===== config.mk =====
export PLATFORM = sky130hd
export DESIGN_NAME = float_contract_scheduler
export DESIGN_NICKNAME = d
export VERILOG_FILES = /design/src/rtl/float_contract_scheduler.sv
export SDC_FILE = /design/constraint.sdc
export NUM_CORES = 1
export LEC_CHECK = 0
export BUFFER_PORTS_ARGS = -buffer_cell sky130_fd_sc_hd__clkbuf_2
export CORE_MARGIN = 8
export CORE_UTILIZATION = 45
export DETAILED_ROUTE_END_ITERATION = 12
export PLACE_DENSITY = 0.72
export SLEW_MARGIN = 5
export SYNTH_ARGS = -nofsm -noshare
export SYNTH_HDL_FRONTEND = slang
export SYNTH_SLANG_ARGS = --single-unit

===== constraint.sdc =====
create_clock -name clock -period 3.2 [get_ports clock]
set_input_delay 0.8 -clock clock [delete_from_list [all_inputs] [get_ports clock]]
set_output_delay 0.8 -clock clock [all_outputs]
set_load 0.05 [all_outputs]

===== src/rtl/float_contract_scheduler.sv =====
// Round-robin scheduler sharing one fixed-latency float contraction unit among NUM_REQ requesters.
// Credits reserve output FIFO space at issue time, so the shared unit never has to stall.
module float_contract_scheduler #(
    parameter int NUM_REQ      = 4,
    parameter int EXP_IN       = 8,
    parameter int FRAC_IN      = 23,
    parameter int EXP_OUT      = 5,
    parameter int FRAC_OUT     = 10,
    parameter int UNIT_LATENCY = 2,
    parameter int DEPTH        = 2,
    localparam int WI = 1 + EXP_IN + FRAC_IN,
    localparam int WO = 1 + EXP_OUT + FRAC_OUT,
    localparam int TW = ($clog2(NUM_REQ) < 1) ? 1 : $clog2(NUM_REQ)
) (
    input  logic                  clock,
    input  logic                  reset,
    input  logic [NUM_REQ-1:0]    reqValid,
    output logic [NUM_REQ-1:0]    reqReady,
    input  logic [NUM_REQ*WI-1:0] reqData,
    output logic                  unitInValid,
    output logic [WI-1:0]         unitInData,
    output logic [TW-1:0]         unitInTag,
    input  logic                  unitOutValid,
    input  logic [WO-1:0]         unitOutData,
    input  logic [TW-1:0]         unitOutTag,
    output logic [NUM_REQ-1:0]    respValid,
    input  logic [NUM_REQ-1:0]    respReady,
    output logic [NUM_REQ*WO-1:0] respData,
    output logic                  error
);

    localparam int CW = $clog2(DEPTH + 1);
    localparam int PW = (DEPTH > 1) ? $clog2(DEPTH) : 1;
    localparam logic [CW-1:0] CREDIT_MAX = CW'(DEPTH);
    localparam logic [PW-1:0] SLOT_LAST  = PW'(DEPTH - 1);
    localparam logic [TW-1:0] REQ_LAST   = TW'(NUM_REQ - 1);

    if (NUM_REQ < 2 || DEPTH < 1 || UNIT_LATENCY < 1) begin : gBadParams
        $error("float_contract_scheduler: unsupported parameter set");
    end

    // Handshakes: a transfer happens on a rising edge where valid && ready are both high.
    // Valid never waits on ready; reqReady is a one-hot grant and never looks at respReady.

    logic [TW-1:0]      ptr;
    logic [CW-1:0]      credit     [NUM_REQ];
    logic [CW-1:0]      creditNext [NUM_REQ];
    logic [NUM_REQ-1:0] eligible;
    logic [NUM_REQ-1:0] upper;
    logic [NUM_REQ-1:0] pick;
    logic [NUM_REQ-1:0] grant;
    logic               grantAny;
    logic [TW-1:0]      grantIdx;
    logic [TW-1:0]      ptrNext;
    logic [WI-1:0]      grantData;

    logic [WO-1:0]      mem   [NUM_REQ][DEPTH];
    logic [PW-1:0]      rdPtr [NUM_REQ];
    logic [PW-1:0]      wrPtr [NUM_REQ];
    logic [CW-1:0]      count [NUM_REQ];
    logic [NUM_REQ-1:0] full;
    logic [NUM_REQ-1:0] wrEn;
    logic [NUM_REQ-1:0] pop;
    logic               tagHit;
    logic               tagFull;
    logic               protoErr;

    // Eligible requesters at or above ptr win first; otherwise wrap to the lowest index.
    always_comb begin
        eligible  = '0;
        upper     = '0;
        grant     = '0;
        grantAny  = 1'b0;
        grantIdx  = '0;
        grantData = '0;
        for (int i = 0; i < NUM_REQ; i++) begin
            eligible[i] = reqValid[i] && (credit[i] < CREDIT_MAX);
            upper[i]    = eligible[i] && (TW'(i) >= ptr);
        end
        pick = (|upper) ? upper : eligible;
        for (int i = 0; i < NUM_REQ; i++) begin
            if (!grantAny && pick[i]) begin
                grantAny  = 1'b1;
                grant[i]  = 1'b1;
                grantIdx  = TW'(i);
                grantData = reqData[i*WI +: WI];
            end
        end
        ptrNext = (grantIdx == REQ_LAST) ? '0 : grantIdx + TW'(1);
    end

    assign reqReady = grant;

    // A result whose FIFO is full or whose tag names no requester is dropped and flagged.
    always_comb begin
        full     = '0;
        wrEn     = '0;
        tagHit   = 1'b0;
        tagFull  = 1'b0;
        for (int i = 0; i < NUM_REQ; i++) begin
            full[i] = (count[i] == CREDIT_MAX);
            if (unitOutValid && (unitOutTag == TW'(i))) begin
                tagHit = 1'b1;
                if (full[i]) begin
                    tagFull = 1'b1;
                end else begin
                    wrEn[i] = 1'b1;
                end
            end
        end
        protoErr = unitOutValid && (!tagHit || tagFull);
    end

    always_comb begin
        respValid = '0;
        respData  = '0;
        for (int i = 0; i < NUM_REQ; i++) begin
            respValid[i]         = (count[i] != '0);
            respData[i*WO +: WO] = mem[i][rdPtr[i]];
        end
    end

    assign pop = respValid & respReady;

    // Grant and pop together leave the credit unchanged; the zero guard keeps it from wrapping.
    always_comb begin
        for (int i = 0; i < NUM_REQ; i++) begin
            creditNext[i] = credit[i];
            if (grant[i] && !pop[i]) begin
                creditNext[i] = credit[i] + CW'(1);
            end else if (!grant[i] && pop[i] && (credit[i] != '0)) begin
                creditNext[i] = credit[i] - CW'(1);
            end
        end
    end

    always_ff @(posedge clock) begin
        if (reset) begin
            ptr         <= '0;
            unitInValid <= 1'b0;
            unitInData  <= '0;
            unitInTag   <= '0;
            error       <= 1'b0;
            for (int i = 0; i < NUM_REQ; i++) begin
                credit[i] <= '0;
                rdPtr[i]  <= '0;
                wrPtr[i]  <= '0;
                count[i]  <= '0;
            end
        end else begin
            unitInValid <= grantAny;
            if (grantAny) begin
                unitInData <= grantData;
                unitInTag  <= grantIdx;
                ptr        <= ptrNext;
            end
            if (protoErr) begin
                error <= 1'b1;
            end
            for (int i = 0; i < NUM_REQ; i++) begin
                credit[i] <= creditNext[i];
                if (wrEn[i]) begin
                    wrPtr[i] <= (wrPtr[i] == SLOT_LAST) ? '0 : wrPtr[i] + PW'(1);
                end
                if (pop[i]) begin
                    rdPtr[i] <= (rdPtr[i] == SLOT_LAST) ? '0 : rdPtr[i] + PW'(1);
                end
                case ({wrEn[i], pop[i]})
                    2'b10:   count[i] <= count[i] + CW'(1);
                    2'b01:   count[i] <= count[i] - CW'(1);
                    default: count[i] <= count[i];
                endcase
            end
        end
    end

    // Storage carries no reset: occupancy counts alone decide what is visible.
    always_ff @(posedge clock) begin
        for (int i = 0; i < NUM_REQ; i++) begin
            if (wrEn[i]) begin
                mem[i][wrPtr[i]] <= unitOutData;
            end
        end
    end

endmodule


==> flow_summary.json <==
{
  "cts_hold_buf": 0,
  "ys_top_cells_by_area": "edfxtp_1, dfxtp_1, mux2_2",
  "worst_path_largest_cell_delay_ns": 0.47,
  "slew_headroom": 0.321,
  "synth_top_area_frac": 0.513,
  "synth_seq_area_share": 0.622,
  "setup_viol": 0,
  "maxCapViolCount": 0,
  "nNetsFinal": 1103,
  "die_h_um": 153,
  "cp-start-kind": "flop",
  "synthArstFlopShare": 0,
  "synth_edf_count": 144,
  "cts_tree": "built",
  "die_area_mm2": 0.0234,
  "drc": 0,
  "synth_cell_type_count": 59,
  "multi_input_area_mm2": 0.00290,
  "syn_avg_cell_area_um2": 12.6,
  "path_class": "reg2out",
  "synth_seq_cells": 190,
  "io_buffers": 264,
  "grt_pass1_vias": 6614,
  "initial_core_util": 0.455,
  "design_area_mm2": 0.0106,
  "area_growth_syn_to_layout_pct": 25.8,
  "clock_skew_ns": 0.0147,
  "timing_hold_violations_final": 0,
  "syn_area_mm2": 0.00843,
  "cts_root_buf": "clkbuf_16",
  "holdWs_ns": 0.483,
  "tightest_slew_ns": 1.01,
  "cts_htree_levels": 4,
  "slowest_stage": "or3_1",
  "rsz0062_at_grt": "false",
  "n_fill_cell": 1531,
  "antenna_found_initial": 0,
  "yosysTopAreaCell": "edfxtp_1",
  "setup_tns_ns": 0,
  "cts_made_buffers": 17,
  "yosysWarnings": 0,
  "worstPathArrival_ns": 2.21,
  "diodes": 0,
  "maxSlewViolCount": 0,
  "core.rowCount": 50,
  "synth_flop_cell": "edfxtp_1",
  "status": "complete, no violations",
  "crit_path_cell_trace": "nand2b_1 > a21oi_2 > or3_1 > clkinv_8 > clkbuf_2",
  "drt_iter0_markers": 331,
  "clock_latency_ns": 0.43,
  "final_antenna_net_count": 0,
  "worstSetupEndpointType": "output pin",
  "io_pins": 265,
  "wire_per_inst_um": 19.2,
  "seqCellArea_mm2": 0.00525,
  "post_cts.repair.setup_buffers": 0,
  "syn-num-nets": 837,
  "crit_required_ns": 2.40,
  "grt_max_degree": 46,
  "fmax_mhz": 332,
  "via_per_inst": 5.30,
  "hold_class": "reg2reg",
  "hpwlAfterDp_um": 16700,
  "place_area_mm2": 0.0100,
  "min_period_ns": 3.01,
  "netlist_instances": 670,
  "routed_wl_um": 22700,
  "gp_congestion": 0.820,
  "period_share": 0.941,
  "cellLeakagePower_nw": 4.32,
  "drive_gt1_frac": 0.456,
  "dr.pass1.iters": 8,
  "core_mm2": 0.0185,
  "path_clk_slew_ns": 0.08,
  "cts_sinks": 190,
  "crit_fanout": 18,
  "track_usage": 0.193,
  "p_per_area_mw_per_mm2": 606,
  "grt_pass1_wl_um": 35500,
  "cts_max_path_buffers": 2,
  "peakVddDrop_mv": 0.373,
  "cts_resized": 0,
  "grt_overflow": 0,
  "vias": 6269,
  "die_width_um": 153
}
## worst paths after layout
kind,startpoint,end,slack [ns],depth (start not counted)
setup / recovery,credit[0][1]$_SDFFE_PP0P_,reqReady[1],0.19,5
hold / removal,credit[1][0]$_SDFFE_PP0P_,credit[1][0]$_SDFFE_PP0P_,0.48,1
setup reg to reg,credit[3][1]$_SDFFE_PP0P_,unitInData[5]$_SDFFE_PP0P_,0.96,6
hold reg to reg,credit[1][0]$_SDFFE_PP0P_,credit[1][0]$_SDFFE_PP0P_,0.48,1
## flip-flops by register name (all words and copies together) (netlist names)
| signal | flops |
|---|---|
| error | 1 |
| rdPtr | 4 |
| unitInData | 32 |
| unitInTag | 2 |
| credit | 8 |
| count | 8 |
| wrPtr | 4 |
| mem | 128 |
| ptr | 2 |
| unitInValid | 1 |
## cell families after synthesis
| logic type | share of synthesized area |
|---|---|
| adders and majority gates | 0.0148 |
| AOI/OAI and AO/OA | 0.0946 |
| buffers and inverters | 0.0337 |
| DFF | 0.622 |
| and+or+nand+nor | 0.138 |
| muxes | 0.0919 |
| xor gates and xnor gates | 0.00519 |
## area by class of cell
class	instances	area share
Timing Repair Buffer	287	0.141
Sequential cell	190	0.495
Clock inverter	15	0.0169
Clock buffer	17	0.0401
Tap cell	234	0.0276
Inverter	14	0.00614
Multi-Input combinational cell	426	0.274
## cell usage after synthesis (5+ instances only)
master / n
mux2_2: 65
o21ai_1: 12
inv_1: 12
a22oi_2: 5
nor4_1: 18
a211o_1: 5
a211oi_2: 5
edfxtp_1: 144
nand2b_1: 10
dfxtp_1: 46
nor2_1: 72
clkbuf_1: 22
nor3_1: 24
nor2b_1: 6
buf_2: 9
a222oi_1: 10
nand2_1: 49
a21oi_1: 36
nand3_1: 18
or2_2: 21
xnor2_1: 5
a22oi_1: 11
ha_1: 10
## layout by cell type (no fill, tap or decap), drive strengths merged, types with 2 or more instances in the layout
master  Yosys  routed
clkbuf     22     281
edfxtp    144     144
nor2       73      73
mux2       65      65
nand2      51      51
dfxtp      46      46
a21oi      38      38
nor3       25      25
buf        18      23
inv        13      23
or2        21      21
nor4       19      19
nand3      18      18
a22oi      17      17
o21ai      16      16
nand2b     11      11
a222oi     10      10
ha         10      10
nor2b       6       6
a211oi      6       6
clkinv      1       6
a211o       5       5
xnor2       5       5
a221oi      5       5
and2        4       4
o21bai      4       4
or3         2       2
mux2i       2       2
## per-stage QoR
step	utilization	setup WS [ns]	power [mW]	instances
detailed placement	0.540	0.273	4.36	1151
finish	0.573	0.190	6.42	1183
global placement	0.540	0.279	4.34	1151
CTS	0.573	0.174	6.48	1183
floorplan	-	0.499	3.95	670
global route	0.573	0.0720	6.68	1183
## worst max-delay path, delay by kind of cell, from the launching register on
kind	cells	cell delay [ns]
AND/OR/NAND/NOR	2	0.81
flip-flops	1	0.45
AO/OA/AOI/OAI	1	0.10
buffers and inverters	2	0.43
## power by group
group,internal [mW],switching [mW]
registers,2.79,0.0888
logic,0.440,0.980
clock network,1.07,1.06
## routing by layer
metal | vias to the layer above | track usage | wire length [um]
met5 | - | 0 | 0
met4 | 0 | 0.0660 | 399
met3 | 20 | 0.0598 | 1580
met2 | 246 | 0.340 | 11600
met1 | 2998 | 0.218 | 9190
li1 | 3005 | - | -
(Power assumes the default switching activity.)
